File: src/rtl/sal_ddr_pkg.sv
// ---------------------------------------------------------------------------------------------
// sal_ddr_pkg
// Purpose : shared types and constants for the DDR controller refresh path.
// Contents: ref_state_t     refresh sequencer states
//           MAX_POSTPONE_JEDEC  JEDEC limit on postponed auto-refreshes
//           pend_w()        width needed to hold a pending count of 0..max_pp
// ---------------------------------------------------------------------------------------------
package sal_ddr_pkg;

  localparam int unsigned MAX_POSTPONE_JEDEC = 8;

  typedef enum logic [1:0] {
    REF_IDLE  = 2'd0,
    REF_REQ   = 2'd1,
    REF_ISSUE = 2'd2,
    REF_RFC   = 2'd3
  } ref_state_t;

  function automatic int unsigned pend_w(input int unsigned max_pp);
    return $clog2(max_pp + 1);
  endfunction

endpackage

File: src/rtl/sal_refresh_sched_if.sv
// ---------------------------------------------------------------------------------------------
// sal_refresh_sched_if
// Purpose : REF command handshake between the refresh scheduler and the command bus.
// Signals : ref_cmd_valid  scheduler -> bus   REF command request
//           ref_cmd_ready  bus -> scheduler   bus accepts REF
//           ref_busy       scheduler -> bus   tRFC window active, no ACT permitted
// Modports: master = refresh scheduler, slave = command scheduler
// ---------------------------------------------------------------------------------------------
interface sal_refresh_sched_if;

  logic ref_cmd_valid;
  logic ref_cmd_ready;
  logic ref_busy;

  modport master (
    output ref_cmd_valid,
    output ref_busy,
    input  ref_cmd_ready
  );

  modport slave (
    input  ref_cmd_valid,
    input  ref_busy,
    output ref_cmd_ready
  );

endinterface

File: src/rtl/sal_refi_timer.sv
// ---------------------------------------------------------------------------------------------
// sal_refi_timer
// Purpose : tREFI reload down-counter. Emits a registered one-cycle tick every i_reload+1
//           cycles while enabled; held at the reload value while disabled.
// Ports   : clk, rst_n  clock, asynchronous active-low reset
//           i_en        tick generation enable
//           i_reload    tREFI-1, sampled at every reload
//           o_tick      one-cycle refresh-interval tick
// ---------------------------------------------------------------------------------------------
module sal_refi_timer #(
  parameter int unsigned REFI_W = 16
) (
  input  logic              clk,
  input  logic              rst_n,
  input  logic              i_en,
  input  logic [REFI_W-1:0] i_reload,
  output logic              o_tick
);

  logic [REFI_W-1:0] r_cnt;
  logic              r_tick;
  logic              w_zero;

  assign w_zero = (r_cnt == '0);
  assign o_tick = r_tick;

  // Counter resets to 0 so the first tick follows one cycle after enable rises out of reset.
  always_ff @(posedge clk or negedge rst_n) begin
    if (!rst_n) begin
      r_cnt  <= '0;
      r_tick <= 1'b0;
    end else begin
      r_tick <= i_en & w_zero;
      if (!i_en || w_zero) begin
        r_cnt <= i_reload;
      end else begin
        r_cnt <= r_cnt - 1'b1;
      end
    end
  end

endmodule

File: src/rtl/sal_refresh_sched.sv
// ---------------------------------------------------------------------------------------------
// sal_refresh_sched
// Purpose : auto-refresh scheduler. Counts tREFI ticks into a postponed-refresh backlog,
//           requests all-bank quiescence, issues one REF per pass and blocks ACT for tRFC.
// Ports   : clk, rst_n       clock, asynchronous active-low reset
//           i_ref_en         refresh tick generation enable
//           i_t_refi_m1      tREFI-1 (sampled on counter reload)
//           i_t_rfc_m1       tRFC-1 (sampled on REF handshake)
//           i_sched_idle     no queued RD/WR, refresh may go early
//           i_bank_idle      per-bank precharged and timers expired
//           cmd_if           REF valid/ready handshake and tRFC busy (master side)
//           o_ref_req        banks must precharge and stop ACT
//           o_ref_urgent     backlog at or above the urgent threshold
//           o_pend_cnt       outstanding refreshes
//           o_err_ovf        sticky: tick arrived with a full backlog
// ---------------------------------------------------------------------------------------------
module sal_refresh_sched
  import sal_ddr_pkg::*;
#(
  parameter  int unsigned NUM_BANK     = 4,
  parameter  int unsigned REFI_W       = 16,
  parameter  int unsigned RFC_W        = 8,
  parameter  int unsigned MAX_POSTPONE = MAX_POSTPONE_JEDEC,
  parameter  int unsigned URGENT_TH    = 6,
  localparam int unsigned PEND_W       = pend_w(MAX_POSTPONE)
) (
  input  logic                       clk,
  input  logic                       rst_n,
  input  logic                       i_ref_en,
  input  logic [REFI_W-1:0]          i_t_refi_m1,
  input  logic [RFC_W-1:0]           i_t_rfc_m1,
  input  logic                       i_sched_idle,
  input  logic [NUM_BANK-1:0]        i_bank_idle,
  sal_refresh_sched_if.master        cmd_if,
  output logic                       o_ref_req,
  output logic                       o_ref_urgent,
  output logic [PEND_W-1:0]          o_pend_cnt,
  output logic                       o_err_ovf
);

  ref_state_t        r_state;
  logic [RFC_W-1:0]  r_rfc_cnt;
  logic [PEND_W-1:0] r_pend;
  logic              r_err;
  logic              r_req;
  logic              r_valid;
  logic              r_busy;

  logic w_tick;
  logic w_hs;
  logic w_urgent;
  logic w_pend_full;

  sal_refi_timer #(
    .REFI_W (REFI_W)
  ) u_refi_timer (
    .clk      (clk),
    .rst_n    (rst_n),
    .i_en     (i_ref_en),
    .i_reload (i_t_refi_m1),
    .o_tick   (w_tick)
  );

  assign w_hs        = r_valid & cmd_if.ref_cmd_ready;
  assign w_urgent    = (r_pend >= PEND_W'(URGENT_TH));
  assign w_pend_full = (r_pend == PEND_W'(MAX_POSTPONE));

  // Backlog: a tick and a handshake in the same cycle cancel out.
  always_ff @(posedge clk or negedge rst_n) begin
    if (!rst_n) begin
      r_pend <= '0;
      r_err  <= 1'b0;
    end else if (w_tick && !w_hs) begin
      if (w_pend_full) begin
        r_err <= 1'b1;
      end else begin
        r_pend <= r_pend + 1'b1;
      end
    end else if (w_hs && !w_tick) begin
      r_pend <= r_pend - 1'b1;
    end
  end

  // Sequencer. Outputs are registered alongside the state so nothing is combinational from
  // ref_cmd_ready. i_ref_en is deliberately not consulted: the backlog drains regardless.
  always_ff @(posedge clk or negedge rst_n) begin
    if (!rst_n) begin
      r_state   <= REF_IDLE;
      r_rfc_cnt <= '0;
      r_req     <= 1'b0;
      r_valid   <= 1'b0;
      r_busy    <= 1'b0;
    end else begin
      unique case (r_state)
        REF_IDLE: begin
          if ((r_pend != '0) && (w_urgent || i_sched_idle)) begin
            r_state <= REF_REQ;
            r_req   <= 1'b1;
          end
        end
        REF_REQ: begin
          if (&i_bank_idle) begin
            r_state <= REF_ISSUE;
            r_valid <= 1'b1;
          end
        end
        REF_ISSUE: begin
          if (cmd_if.ref_cmd_ready) begin
            r_state   <= REF_RFC;
            r_valid   <= 1'b0;
            r_req     <= 1'b0;
            r_busy    <= 1'b1;
            r_rfc_cnt <= i_t_rfc_m1;
          end
        end
        REF_RFC: begin
          if (r_rfc_cnt == '0) begin
            r_state <= REF_IDLE;
            r_busy  <= 1'b0;
          end else begin
            r_rfc_cnt <= r_rfc_cnt - 1'b1;
          end
        end
      endcase
    end
  end

  assign cmd_if.ref_cmd_valid = r_valid;
  assign cmd_if.ref_busy      = r_busy;
  assign o_ref_req            = r_req;
  assign o_ref_urgent         = w_urgent;
  assign o_pend_cnt           = r_pend;
  assign o_err_ovf            = r_err;

endmodule
File: src/flat_wrapper.sv
// flat-port wrapper written by rule: the top's interface ports become plain ports
module sal_refresh_sched_flat import sal_ddr_pkg::*;
#(
  parameter  int unsigned NUM_BANK     = 4,
  parameter  int unsigned REFI_W       = 16,
  parameter  int unsigned RFC_W        = 8,
  parameter  int unsigned MAX_POSTPONE = MAX_POSTPONE_JEDEC,
  parameter  int unsigned URGENT_TH    = 6,
  localparam int unsigned PEND_W       = pend_w(MAX_POSTPONE)
)
  (clk, rst_n, i_ref_en, i_t_refi_m1, i_t_rfc_m1, i_sched_idle, i_bank_idle, o_ref_req, o_ref_urgent, o_pend_cnt, o_err_ovf, cmd_if_ref_cmd_valid, cmd_if_ref_busy, cmd_if_ref_cmd_ready);
  sal_refresh_sched_if cmd_if_i ();
  input  logic clk;
  input  logic rst_n;
  input  logic i_ref_en;
  input  logic [REFI_W-1:0] i_t_refi_m1;
  input  logic [RFC_W-1:0] i_t_rfc_m1;
  input  logic i_sched_idle;
  input  logic [NUM_BANK-1:0] i_bank_idle;
  output logic o_ref_req;
  output logic o_ref_urgent;
  output logic [PEND_W-1:0] o_pend_cnt;
  output logic o_err_ovf;
  output wire logic [$bits(cmd_if_i.ref_cmd_valid)-1:0] cmd_if_ref_cmd_valid;
  output wire logic [$bits(cmd_if_i.ref_busy)-1:0] cmd_if_ref_busy;
  input wire logic [$bits(cmd_if_i.ref_cmd_ready)-1:0] cmd_if_ref_cmd_ready;
  assign cmd_if_ref_cmd_valid = cmd_if_i.ref_cmd_valid;
  assign cmd_if_ref_busy = cmd_if_i.ref_busy;
  assign cmd_if_i.ref_cmd_ready = cmd_if_ref_cmd_ready;
  sal_refresh_sched #(.NUM_BANK(NUM_BANK), .REFI_W(REFI_W), .RFC_W(RFC_W), .MAX_POSTPONE(MAX_POSTPONE), .URGENT_TH(URGENT_TH)) u_core (.clk(clk), .rst_n(rst_n), .i_ref_en(i_ref_en), .i_t_refi_m1(i_t_refi_m1), .i_t_rfc_m1(i_t_rfc_m1), .i_sched_idle(i_sched_idle), .i_bank_idle(i_bank_idle), .cmd_if(cmd_if_i), .o_ref_req(o_ref_req), .o_ref_urgent(o_ref_urgent), .o_pend_cnt(o_pend_cnt), .o_err_ovf(o_err_ovf));
endmodule
File: config.mk
export PLATFORM = sky130hd
export DESIGN_NAME = sal_refresh_sched_flat
export DESIGN_NICKNAME = d
export VERILOG_FILES = /design/src/rtl/sal_ddr_pkg.sv /design/src/rtl/sal_refresh_sched_if.sv /design/src/rtl/sal_refi_timer.sv /design/src/rtl/sal_refresh_sched.sv /design/src/flat_wrapper.sv
export SDC_FILE = /design/constraint.sdc
export NUM_CORES = 1
export LEC_CHECK = 0
export ABC_AREA = 1
export ABC_CLOCK_PERIOD_IN_PS = 2320
export CORE_MARGIN = 4
export CORE_UTILIZATION = 38
export CTS_CLUSTER_SIZE = 10
export DETAILED_ROUTE_END_ITERATION = 10
export GPL_TIMING_DRIVEN = 0
export PLACE_DENSITY = 0.66
export SLEW_MARGIN = 20
export SYNTH_ARGS = -nofsm -noshare
export SYNTH_HDL_FRONTEND = slang
export SYNTH_SLANG_ARGS = --single-unit
export TNS_END_PERCENT = 1
File: constraint.sdc
create_clock -name clk -period 2.32 [get_ports clk]
set_clock_uncertainty 0.05 [all_clocks]
set_input_delay 0.58 -clock clk [delete_from_list [all_inputs] [get_ports clk]]
set_output_delay 0.58 -clock clk [all_outputs]
set_load 0.005 [all_outputs]
-- Word level (Yosys, flattened, before mapping)
Cells that the tools add are included.
- bits in registers: 35
- bits of input ports: 33
- logic and storage cells: 70
- $add $sub $neg: 4
- order comparisons: 1
- equal/unequal tests: 10
- muxes and demuxes: 20
- bitwise logic cells: 2
- reduce and logical (&&, ||, !) cells: 24
- operator list (operator ; number):
    $logic_not A16 Y1 ; 1
    $mux W16 ; 1
    $mux W8 ; 2
    $pmux W8 S2 ; 1
    $sub A16 B1 Y16 const B ; 1
    $mux W4 ; 3
    $reduce_and A3 Y1 ; 4
    $logic_not A8 Y1 ; 1
    $mux W2 ; 4
    $pmux W2 S4 ; 1
    $reduce_and A4 Y1 ; 2
    $reduce_bool A2 Y1 ; 4
    $sub A8 B1 Y8 const B ; 1
    $ne A2 B1 Y1 const B ; 3
    $ne A2 B2 Y1 const B ; 3
    $pmux W1 S2 ; 3
    $mux W1 ; 5
    $add A4 B1 Y4 const B ; 1
    $eq A2 B2 Y1 const B ; 2
    $eq A4 B4 Y1 const B ; 1
    $ge A4 B3 Y1 const B ; 1
    $reduce_and A2 Y1 ; 2
    $reduce_bool A4 Y1 ; 1
    $sub A4 B1 Y4 const B ; 1
    6 further kinds ; 12

-- Depth between registers and ports, before layout
- depth after elaboration: 5
- gate-level depth with buffers: 12
- gate-level depth less buffers: 12

-- By module
From an unflattened synthesis, not the netlist that was laid out.
- cells, all modules: 345
- area total of the unflattened synthesis: 2466.1 um^2
- modules (own cells, without submodules) (module ; times used ; cells an instance ; area each (um^2)):
    sal_refresh_sched ; 1 ; 186 ; 1330.0
    sal_refi_timer ; 1 ; 159 ; 1136.1

-- Least setup slack after synthesis
Ideal clock, no wire load.
- path type: input port to flip-flop
- start point: input port cmd_if_ref_cmd_ready
- end point: register u_core.r_pend[3], in the netlist u_core.o_pend_cnt[3]
- setup time: 117 ps
- arrival: 1695 ps
- path slack: 458 ps
- cell stages on the path: 10
- path through: a21oi_1 inv_1 ha_1 and3_1 nor2_1 inv_1 nand2_1 nand2_1 nand2_1 nand2_1
- longest elaborated chain between the ends: 5
- elaborated cells on any way between the ends: 8
- those cells by class: eq/ne (1); mux (1); bitwise (1); reduce/logical (5)
- RTL lines (item ; RTL line ; RTL):
    start, declared ; flat_wrapper.sv:26 ; input wire logic [$bits(cmd_if_i.ref_cmd_ready)-1:0] cmd_if_ref_cmd_ready;
    $and A1 B1 Y1 * ; sal_refresh_sched.sv:64 ; assign w_hs = r_valid & cmd_if.ref_cmd_ready;
    $logic_not A1 Y1 ; sal_refresh_sched.sv:73 ; end else if (w_tick && !w_hs) begin
    $logic_and A1 B1 Y1 ; sal_refresh_sched.sv:73 ;
    $ne A2 B2 Y1 (no source line) or $reduce_bool A2 Y1 (tied branches) ; n/a ;
    $reduce_and A2 Y1 (no source line) ; n/a ;
    end signal, assigned ; sal_refresh_sched.sv:77 ; r_pend <= r_pend + 1'b1;
    end signal, assigned ; sal_refresh_sched.sv:80 ; r_pend <= r_pend - 1'b1;
    end, declared ; sal_refresh_sched.sv:43 ; logic [PEND_W-1:0] r_pend;
Mark *: on every way between the ends. The rest lies on a longest branch, timed or not.
A chain may end at the register's enable or synchronous reset.

-- Worst setup path after layout
Ends and elaborated chain as after synthesis.

==> reports/results.ini <==
[outcome]
outcome=completed

[synth]
yosysSeqAreaShare_pct=38.6
synth-xor-area-share_pct=3.48
synth.area.top_cells=dfrtp_1 39%, nand2_1 22%, inv_1 7.1%, nand3_1 6.0%, ha_1 5.0%
synthAdderAreaFrac_pct=5.85
synth_largest_area_cell=dfrtp_1
ys_seq_elements=35
synth_top_family_by_area=simple AND/OR/NAND/NOR gates
synth_compound_area_share_pct=6.40
syn_avg_cell_area_um2=6.89
synthSimpleGateAreaFrac_pct=37.1
synthCells=329
syn_area_um2=2270
yosysWarnings=0
synth_nets=372
yosysUniqueCellTypes=25
yosys-mux-area-fraction_pct=0
synth_top_area_share_pct=38.6

[route]
avgViaCountPerCell=4.63
vias=2090
antenna_left=0
drt_iter0_drc=57
wl_per_cell_um=11.1
drc_errors=0
routed_wl_mm=5.00
dr.pass1.iters=4

[floorplan]
initial_core_util_pct=40.2
die_x_um=85.2
io_pins=42
placeableCoreArea_um2=5640
dieArea_um2=7270
rows=27
fp.dieH_um=85.2

[placement]
globalplace.congestion=0.881
portBuffers=41
dpl.hpwl_mm=3.87
place_area_um2=2780
place_inst=443

[final_layout]
mostFrequentLayoutCell=nand2_1
finish.utilization_pct=51.4
num_antenna_cells=0
nNetsFinal=421
multi_input_area_um2=1200
syn_to_final_growth_pct=27.9
drive_gt1_share_pct=6.07
final_cell_area_um2=2900
area.sequential_um2=876
final_cell_mix=130 x nand2_1, 43 x inv_1, 40 x clkdlybuf4s50_1, 35 x dfrtp_1, 30 x nor2_1
finalNonFillerCells=451
fillers=558

[clock_network]
clock_latency_ns=0.29
post_cts_buffers=0
cts_buffers=5
clockBufferDepth=2
cts_root_buffer=clkbuf_8
cts_tree=yes
cts-htree-levels=2
cts.sinks=35
clk_pin_slew_worst_paths_ns=0.08

[power_and_ir_drop]
ir_drop_mv=0.404
switching_share_pct=41.4
p_seq_share_pct=34.7
combinationalPowerShare_pct=45.4
cellLeakagePower_nw=1.45
p_int_mw=1.67
p_clk_share_pct=19.9
p_switching_mw=1.18
p_per_area_nw_per_um2=983

[sta]
drv_slew=0
slew_headroom_pct=64.5
worst_slew_pin_slew_ns=0.532
timing.fmax_mhz=461
rsz0062_at_grt=no
fin_crit_sh_pct=93.5
fin_crit_ns=2.17
setup_violations=0
finalHoldViolCount=0
timing.hold.ws_ns=0.0647

[global_routing]
grt_pass1_vias=2000
grt_max_degree=31
grt_util_all_layers_pct=14.6
antenna_found_initial=0
overflow=0
grt_pass1_wl_mm=8.75

[job]
drv_cap=0

[worst_setup_path]
required_ns=2.46
path_max_fanout=5
critPathKind=in -> reg
startpoint_type=primary input
critPathArrivalTime_ns=2.31
critPathCaptureType=flip-flop

[worst_hold_path]
hold_path_class=in -> async

state kept, by name, summed over array words and instances, names as in the netlist, 2 cells and up:
name and cells:
u_core.r_rfc_cnt 8, u_core.o_pend_cnt 4, u_core.r_state 2, u_core.u_refi_timer.r_cnt 16
metal layers:
| layer | vias to the layer above | track usage, % | part of all wire [%] |
|---|---|---|---|
| li1 | 1116 | - | - |
| met2 | 40 | 26.0 | 47 |
| met1 | 927 | 17.4 | 46 |
| met3 | 7 | 3.30 | 5.2 |
| met5 | - | 0 | 0 |
| met4 | 0 | 4.46 | 1.4 |
Yosys cell counts:
| cell | instances |
|---|---|
| fa_1 | 1 |
| ha_1 | 9 |
| nand2_1 | 130 |
| a21oi_1 | 4 |
| nor3_1 | 1 |
| inv_1 | 43 |
| dfrtp_1 | 35 |
| o21ai_2 | 2 |
| buf_2 | 1 |
| o21ai_0 | 20 |
| nand3b_1 | 1 |
| nor2_4 | 2 |
| xor2_1 | 5 |
| clkbuf_1 | 1 |
| nand3_2 | 1 |
| and3_1 | 1 |
| nand2_2 | 2 |
| nand3_1 | 27 |
| nand4_1 | 4 |
| nor2_1 | 30 |
| nor2_2 | 1 |
| o21bai_1 | 1 |
| buf_6 | 2 |
| xnor2_1 | 4 |
| nand2_4 | 1 |
worst max-delay path: stages:
cell and delay, ns:
clkdlybuf4s50_1 0.52, a21oi_2 0.20, inv_1 0.13, ha_1 0.34, and3_1 0.18, nor2_1 0.12
inv_1 0.05, nand2_1 0.06, nand2_1 0.04, nand2_1 0.05, nand2_1 0.05
what timing repair did:
item                       in CTS  in global routing
setup endpoints to repair       0                  1
gates resized for setup         0                  1
hold buffers                    0                  0
area by class of cell:
class                           count  area share [%]
Tap cell                           72            3.11
Sequential cell                    35            30.2
Inverter                           43            5.57
Multi-Input combinational cell    247            41.5
Timing Repair Buffer               42            14.7
Clock inverter                      3            1.51
Clock buffer                        5            2.37
Buffer                              4            1.08
final timing paths:
kind | start | end | slack, ns | depth (start not counted)
hold / removal | rst_n | u_core.o_ref_req | 0.06 | 1
min in group clk | u_core.o_err_ovf | u_core.o_err_ovf | 0.43 | 1
hold reg to reg | u_core.o_err_ovf | u_core.o_err_ovf | 0.43 | 1
setup / recovery | cmd_if_ref_cmd_ready | u_core.o_pend_cnt[3] | 0.15 | 11
setup reg to reg | u_core.cmd_if.ref_cmd_valid | u_core.o_pend_cnt[3] | 0.55 | 10
max in group asynchronous | rst_n | u_core.u_refi_timer.r_cnt[6] | 1.76 | 2
power by group through the flow:
stage	clock (mW)	sequential, mW	combinational, mW
after floorplan	0	0.962	0.894
after global placement	0	0.994	1.27
after detailed placement	0	0.996	1.31
after CTS	0.584	0.987	1.32
after global routing	0.610	1.03	1.49
final	0.568	0.989	1.29
logic make-up after synthesis:
logic type      Yosys count
flops                    35
xor+xnor                  9
buf+inv                  47
fa+ha+maj                10
simple gates            201
compound gates           27
through the flow:
stage | setup WS, ns | total power, mW | TNS (ns)
floorplan | 0.458 | 1.86 | 0
global placement | -0.226 | 2.27 | -8.06
detailed placement | -0.226 | 2.31 | -0.273
CTS | 0.0917 | 2.89 | 0
global route | 0.000175 | 3.12 | 0
finish | 0.152 | 2.85 | 0
Power figures use the tool's default switching activity.
